[src/rtl/debug_unit_ctrl.sv]
// Host command sequencer: imem byte loader, pipeline run/step gating, PC dump over UART.
// Define DEBUG_CYCLE_COUNT_EN to add the enabled-cycle counter to each dump.
module debug_unit_ctrl #(
  parameter int unsigned    LEN         = 32,
  parameter int unsigned    IMEM_ADDR_W = 10,
  parameter logic [LEN-1:0] HALT_WORD   = 32'hFFFF_FFFF
) (
  input  logic                   CLK100MHZ,
  input  logic                   SWITCH_RESET,
  input  logic [7:0]             rx_data_i,
  input  logic                   rx_done_tick_i,
  input  logic                   tx_done_tick_i,
  output logic                   tx_start_o,
  output logic [7:0]             tx_data_o,
  input  logic [LEN-1:0]         pc_i,
  input  logic                   halt_i,
  output logic                   pipe_en_o,
  output logic                   pipe_rst_o,
  output logic                   imem_we_o,
  output logic [IMEM_ADDR_W-1:0] imem_addr_o,
  output logic [LEN-1:0]         imem_data_o
);

  localparam logic [7:0] CmdStart   = 8'h01;
  localparam logic [7:0] CmdCont    = 8'h02;
  localparam logic [7:0] CmdStepBy  = 8'h03;
  localparam logic [7:0] CmdReprog  = 8'h05;
  localparam logic [7:0] CmdStep    = 8'h06;

  localparam int unsigned NumBytes = LEN / 8;
  localparam int unsigned BW       = (NumBytes > 1) ? $clog2(NumBytes) : 1;
`ifdef DEBUG_CYCLE_COUNT_EN
  localparam int unsigned DumpBytes = 2 * NumBytes;
`else
  localparam int unsigned DumpBytes = NumBytes;
`endif
  localparam int unsigned DW = $clog2(DumpBytes);

  typedef enum logic [2:0] {
    StIdle, StProgram, StRun, StStepWait, StStepExec, StSend
  } state_e;

  state_e                  state_q, state_d;
  logic                    ret_step_q, ret_step_d;
  logic                    send_first_q, send_first_d;
  logic [BW-1:0]           byte_idx_q, byte_idx_d;
  logic [LEN-1:0]          word_q, word_d;
  logic [DumpBytes*8-1:0]  dump_q, dump_d;
  logic [DW-1:0]           dump_cnt_q, dump_cnt_d;
  logic                    tx_start_q, tx_start_d;
  logic [7:0]              tx_data_q, tx_data_d;
  logic                    pipe_rst_q, pipe_rst_d;
  logic                    imem_we_q, imem_we_d;
  logic [IMEM_ADDR_W-1:0]  imem_addr_q, imem_addr_d;
  logic [LEN-1:0]          imem_data_q, imem_data_d;
  logic [LEN-1:0]          word_asm;
  logic [DumpBytes*8-1:0]  dump_load;

  // Bytes arrive LSB first, so each new byte enters at the top and shifts down.
  assign word_asm = {rx_data_i, word_q[LEN-1:8]};

  // Combinational so the pipeline stops in the very cycle halt_i rises.
  assign pipe_en_o = ((state_q == StRun) && !halt_i) || (state_q == StStepExec);

`ifdef DEBUG_CYCLE_COUNT_EN
  logic [LEN-1:0] cnt_q, cnt_d;

  always_comb begin
    cnt_d = cnt_q;
    if (state_q == StIdle && rx_done_tick_i && rx_data_i == CmdStart) begin
      cnt_d = '0;
    end else if (pipe_en_o) begin
      cnt_d = cnt_q + LEN'(1);
    end
  end

  always_ff @(posedge CLK100MHZ or posedge SWITCH_RESET) begin
    if (SWITCH_RESET) cnt_q <= '0;
    else              cnt_q <= cnt_d;
  end

  assign dump_load = {cnt_q, pc_i};
`else
  assign dump_load = pc_i;
`endif

  always_comb begin
    state_d      = state_q;
    ret_step_d   = ret_step_q;
    send_first_d = send_first_q;
    byte_idx_d   = byte_idx_q;
    word_d       = word_q;
    dump_d       = dump_q;
    dump_cnt_d   = dump_cnt_q;
    tx_start_d   = 1'b0;
    tx_data_d    = tx_data_q;
    pipe_rst_d   = 1'b0;
    imem_we_d    = 1'b0;
    imem_addr_d  = imem_addr_q;
    imem_data_d  = imem_data_q;

    if (imem_we_q) imem_addr_d = imem_addr_q + IMEM_ADDR_W'(1);

    case (state_q)
      StIdle: begin
        if (rx_done_tick_i) begin
          case (rx_data_i)
            CmdStart:  pipe_rst_d = 1'b1;
            CmdReprog: begin
              state_d     = StProgram;
              imem_addr_d = '0;
              byte_idx_d  = '0;
            end
            CmdCont:   state_d = StRun;
            CmdStepBy: state_d = StStepWait;
            default:   ;
          endcase
        end
      end
      StProgram: begin
        if (rx_done_tick_i) begin
          word_d = word_asm;
          if (byte_idx_q == BW'(NumBytes - 1)) begin
            byte_idx_d  = '0;
            imem_we_d   = 1'b1;
            imem_data_d = word_asm;
            if (word_asm == HALT_WORD) state_d = StIdle;
          end else begin
            byte_idx_d = byte_idx_q + BW'(1);
          end
        end
      end
      StRun: begin
        if (halt_i) begin
          state_d      = StSend;
          send_first_d = 1'b1;
          ret_step_d   = 1'b0;
        end
      end
      StStepWait: begin
        if (rx_done_tick_i) begin
          if (rx_data_i == CmdStep && !halt_i) state_d = StStepExec;
          else if (rx_data_i == CmdCont)       state_d = StRun;
        end
      end
      StStepExec: begin
        state_d      = StSend;
        send_first_d = 1'b1;
        ret_step_d   = 1'b1;
      end
      StSend: begin
        if (send_first_q) begin
          // PC is sampled here, after the stepped pipeline has updated it.
          send_first_d = 1'b0;
          dump_d       = dump_load;
          dump_cnt_d   = '0;
          tx_start_d   = 1'b1;
          tx_data_d    = dump_load[7:0];
        end else if (tx_done_tick_i) begin
          if (dump_cnt_q == DW'(DumpBytes - 1)) begin
            state_d = (ret_step_q && !halt_i) ? StStepWait : StIdle;
          end else begin
            dump_cnt_d = dump_cnt_q + DW'(1);
            dump_d     = dump_q >> 8;
            tx_start_d = 1'b1;
            tx_data_d  = dump_q[15:8];
          end
        end
      end
      default: state_d = StIdle;
    endcase
  end

  always_ff @(posedge CLK100MHZ or posedge SWITCH_RESET) begin
    if (SWITCH_RESET) begin
      state_q      <= StIdle;
      ret_step_q   <= 1'b0;
      send_first_q <= 1'b0;
      byte_idx_q   <= '0;
      word_q       <= '0;
      dump_q       <= '0;
      dump_cnt_q   <= '0;
      tx_start_q   <= 1'b0;
      tx_data_q    <= '0;
      pipe_rst_q   <= 1'b0;
      imem_we_q    <= 1'b0;
      imem_addr_q  <= '0;
      imem_data_q  <= '0;
    end else begin
      state_q      <= state_d;
      ret_step_q   <= ret_step_d;
      send_first_q <= send_first_d;
      byte_idx_q   <= byte_idx_d;
      word_q       <= word_d;
      dump_q       <= dump_d;
      dump_cnt_q   <= dump_cnt_d;
      tx_start_q   <= tx_start_d;
      tx_data_q    <= tx_data_d;
      pipe_rst_q   <= pipe_rst_d;
      imem_we_q    <= imem_we_d;
      imem_addr_q  <= imem_addr_d;
      imem_data_q  <= imem_data_d;
    end
  end

  assign tx_start_o  = tx_start_q;
  assign tx_data_o   = tx_data_q;
  assign pipe_rst_o  = pipe_rst_q;
  assign imem_we_o   = imem_we_q;
  assign imem_addr_o = imem_addr_q;
  assign imem_data_o = imem_data_q;

endmodule

[config.mk]
export PLATFORM = sky130hd
export DESIGN_NAME = debug_unit_ctrl
export DESIGN_NICKNAME = d
export VERILOG_FILES = /design/src/rtl/debug_unit_ctrl.sv
export SDC_FILE = /design/constraint.sdc
export NUM_CORES = 1
export LEC_CHECK = 0
export CORE_MARGIN = 5
export CORE_UTILIZATION = 35
export CTS_CLUSTER_DIAMETER = 100
export DETAILED_ROUTE_END_ITERATION = 8
export PLACE_DENSITY_LB_ADDON = 0.12
export SYNTH_ARGS = -nofsm -noshare
export SYNTH_HDL_FRONTEND = slang
export SYNTH_SLANG_ARGS = --single-unit
[constraint.sdc]
create_clock -name CLK100MHZ -period 10.2 [get_ports CLK100MHZ]
set_input_delay 1.02 -clock CLK100MHZ [delete_from_list [all_inputs] [get_ports CLK100MHZ]]
set_output_delay 1.02 -clock CLK100MHZ [all_outputs]
set_load 0.03 [all_outputs]
# Word-level counts from Yosys, hierarchy flattened
# Index checks and enable logic that the tools add are counted.
[word_totals]
in_bits = 45
wordCells = 105
register_bits = 126
[classes]
mux = 46
n_reduce_logical = 17
add_sub_neg = 3
n_eq_ne = 26
[ops]
columns = ["operator", "count"]
rows = [
  ["$mux W32", 3],
  ["$mux W10", 4],
  ["$mux W3", 11],
  ["$eq A32 B32 Y1 const B", 1],
  ["$mux W8", 3],
  ["$ne A2 B2 Y1 const B", 10],
  ["$pmux W3 S6", 1],
  ["$eq A8 B2 Y1 const B", 2],
  ["$eq A8 B3 Y1 const B", 2],
  ["$mux W2", 8],
  ["$mux W1", 12],
  ["$reduce_and A11 Y1", 1],
  ["$add A10 B1 Y10 const B", 1],
  ["$pmux W3 S3", 1],
  ["$eq A8 B1 Y1 const B", 1],
  ["$eq A3 B2 Y1 const B", 2],
  ["$eq A3 B3 Y1 const B", 2],
  ["$reduce_and A2 Y1", 3],
  ["$reduce_and A3 Y1", 2],
  ["$reduce_bool A2 Y1", 3],
  ["$add A2 B1 Y2 const B", 2],
  ["$eq A2 B2 Y1 const B", 2],
  ["$ne A4 B2 Y1 const B", 1],
  ["$pmux W2 S2", 1],
  ["other kinds (11)", 13],
]

# Logic depth before layout (Yosys ltp)
[depth]
ltp_word = 7
depth_mapped = 7
mapped_depth_nobuf = 6

# Least setup slack after synthesis
# OpenSTA, ideal clock, no wires.
[synth_path]
path_type = "input to output"
start = "input halt_i"
end = "output pipe_en_o"
t_arrival_ns = 1.684
required_ns = 9.180
path_buffers = 0
slack_ns = 7.496
cell_stages = 3
path_cell_list = "inv_1 > nand2_1 > a21oi_1"
[synth_between]
elab_chain_cells = 3
[synth_lines]
columns = ["element", "line_no", "source"]
rows = [
  ["start: declaration", "16", "input logic halt_i,"],
  ["$logic_not A1 Y1", "63", "assign pipe_en_o = ((state_q == StRun) && !halt_i) || (state_q == StStepExec);"],
  ["$logic_and A1 B1 Y1", "63", ""],
  ["$logic_or A1 B1 Y1", "63", ""],
  ["end: declaration", "17", "output logic pipe_en_o,"],
]
# Every way passes these cells.

# Worst setup path in the final report
# Ends and elaborated chain as after synthesis.

==> metrics <==
status=completed; sequential share of power=40.6%; Final min period=3.59 ns; clock insertion delay at the later pin of the skew report=0.34 ns; post-CTS sizing=0; Tot GR Track Use=13.1%; vias in the first global route=3240; Worst path max stage delay=0.69 ns; H-tree Lvls=3; synthesized area=4800 sq um; post-layout util=46.2%; Die Ht=127 microns; synth unique cells=40; Worst setup SP type=primary input; Psw=0.730 mW; Crit Path Class=primary input to output pin; sequential cell area=between 2000 and 3000 sq um; RSZ-0062 raised after global routing=no; critical-path cell list=clkdlybuf4s50_1 > inv_1 > nand2_1 > a21oi_1 > clkdlybuf4s50_1; worst path required time=9.18 ns; Peak Freq=roughly 0.28 GHz; die area=16100 sq um; Least-Margin Pin Slew=0.876 ns; crit-path max FO=5; multi-input logic area=1860 sq um; gr ovfl total=0; routability cong.=0.762; relative slew slack=a little over two fifths; drt initial violations=121; buffers added on ports=98; P&R area growth vs syn=28.7%; Post-DP Area=5890 sq um; final wirelength=10300 microns; DRC violations left=0; cell mode on critical path=clkdlybuf4s50_1; antenna violation net count after detailed routing=0; initial antenna violation count=0; EDFF count, synth=0; DRT Pass-1 Iters=4; Vias/cell=around 4.8; Clock Path Buffers=2; Sink Count=between 100 and 150; first-pass GRT wire length=17000 microns; CP endpoint kind=output pin; Final Cycle Share=35.2%; Clk pwr share=17.4%; VDD IR max=0.000145 V; Yosys warning count=0; Final setup viols=0; final net count=527; Comb pwr share=41.9%; Int Pwr=~1.2 mW; Hold Violations, Final=0; Vias=3190; Min-Delay Path Class=flop to flop; Reg clk slew, reported paths=0.07 ns; I/O pin count=99; Switching Fraction=37.9%; Mapped Cells=~390; Power Density=312 nW/um^2; Post-CTS Setup Inserts=0; core box area=13300 sq um; register area share after synthesis=57.4%; setup tns final=0 ns; cts bufs inserted=9; maxcap violations=0; root buf cell=clkbuf_16; Synthesized Nets=442; Die Wd=127 microns; Starting Density=between 30% and 40%; CP max-delay cell=clkdlybuf4s50_1; asr flop ratio synth=100%; Pins Over Slew Limit=0; syn_area_per_cell=12.2 sq um; largest net degree at the start of global routing=71; layout cell share with drive strength beyond 1=~17%; Yosys reg bits=110; Setup Skew=0.00766 ns; top_reg_cell synth=dfrtp_1; post-route cell area=about 6200 sq um; Leak=2.65 nW; Post-DP HPWL=7120 microns; FP Rows=between 40 and 50; cts hold-fix bufs=0; routed len/inst=about 16 microns; CTS tree=built; fillers=1261; final antenna diode count=0; WP data arrival=around 2.6 ns
-- power groups by stage --
| stage | clock network [mW] | logic (mW) | registers (mW) |
|---|---|---|---|
| global placement | 0 | 0.805 | 0.788 |
| detailed placement | 0 | 0.815 | 0.794 |
| finish | 0.336 | 0.807 | 0.782 |
| floorplan | 0 | 0.440 | 0.881 |
| global route | 0.366 | 0.876 | 0.813 |
| CTS | 0.348 | 0.820 | 0.786 |
-- final timing paths --
check	slack, ns	cells after the start	from	endpoint
max	6.61	5	halt_i	pipe_en_o
min	0.48	2	dump_q[0]	dump_q[0]
max reg2reg	8.09	6	state_q[0]	imem_data_o[18]
min reg2reg	0.48	2	dump_q[0]	dump_q[0]
max in group asynchronous	7.86	3	SWITCH_RESET	pipe_rst_o
min in group asynchronous	1.07	2	SWITCH_RESET	tx_start_o
-- Yosys cell counts, types with 2 or more instances --
master | number | area share [%]
a21o_1 | 2 | 0.31
a21oi_1 | 6 | 0.63
a22o_1 | 9 | 1.6
a22oi_1 | 2 | 0.31
a311oi_1 | 2 | 0.37
buf_1 | 4 | 0.31
buf_2 | 11 | 1.1
buf_4 | 9 | 1.4
clkbuf_1 | 5 | 0.39
dfrtp_1 | 110 | 57
ha_1 | 3 | 0.78
inv_1 | 8 | 0.63
mux2_2 | 56 | 13
mux2i_1 | 27 | 5.6
nand2_1 | 42 | 3.3
nand3_1 | 5 | 0.52
nand4_1 | 12 | 1.6
nor2_1 | 20 | 1.6
nor3_1 | 6 | 0.63
nor3b_1 | 2 | 0.31
o21ai_0 | 26 | 2.7
o31ai_1 | 2 | 0.31
xnor2_1 | 3 | 0.55
xor2_1 | 6 | 1.1
-- through the flow --
step	hold WS, ns	setup slack, ns	instances	total power [mW]
2_1_floorplan	0.449	6.28	394	1.32
3_3_place_gp	0.461	6.65	644	1.59
3_5_place_dp	0.470	6.63	644	1.61
4_1_cts	0.486	6.62	660	1.95
5_1_grt	0.509	6.50	660	2.06
6_report	0.479	6.61	660	1.92
-- layout make-up --
class | count | share of cell area [%]
sequential | 110 | 44.6
multi-input combinational | 247 | 30.2
timing repair buffer | 103 | 16.5
clock buffer | 12 | 4.16
tap | 176 | 3.57
inverter | 8 | 0.527
clock inverter | 4 | 0.466
-- placed cells by master (no fill, tap or decap), types with 7 or more instances in the layout --
cell type	synthesis	routed
dfrtp_1	110	110
clkdlybuf4s50_1	0	98
mux2_2	56	56
nand2_1	42	42
mux2i_1	27	27
o21ai_0	26	26
nor2_1	20	20
nand4_1	12	12
a22o_1	9	9
clkbuf_16	0	9
inv_1	8	7
-- flip-flops by register name, summed over array words and instances, names as in the netlist --
signal / flops
imem_we_o: 1
tx_start_o: 1
imem_data_o: 32
send_first_q: 1
state_q: 3
pipe_rst_o: 1
dump_cnt_q: 2
dump_q: 32
ret_step_q: 1
byte_idx_q: 2
word_q: 24
imem_addr_o: 10
-- cell families after synthesis --
kind of cell,share of synthesized area [%]
flip-flops,57.4
AND/OR/NAND/NOR,9.94
multiplexers,18.8
AO/OA/AOI/OAI,7.57
buffers and inverters,3.89
XOR/XNOR,1.64
adder cells (fa/ha/maj),0.783
-- worst max-delay path, delay by kind of cell --
kind	cells	cell delay (ns)
compound gates	1	0.15
simple gates	1	0.07
buf+inv	3	1.33
-- routing by layer --
metal  routed length, microns  GRT usage [%]  share of wire (%)  up-vias
li1                         -              -                  -     1556
met1                     5110           19.0                 50     1551
met2                     4560           19.3                 44       70
met3                      450           2.84                4.4       13
met4                      148           4.92                1.4        0
met5                        0              0                  0        -
Note: power is estimated with default switching activity, not from simulation.
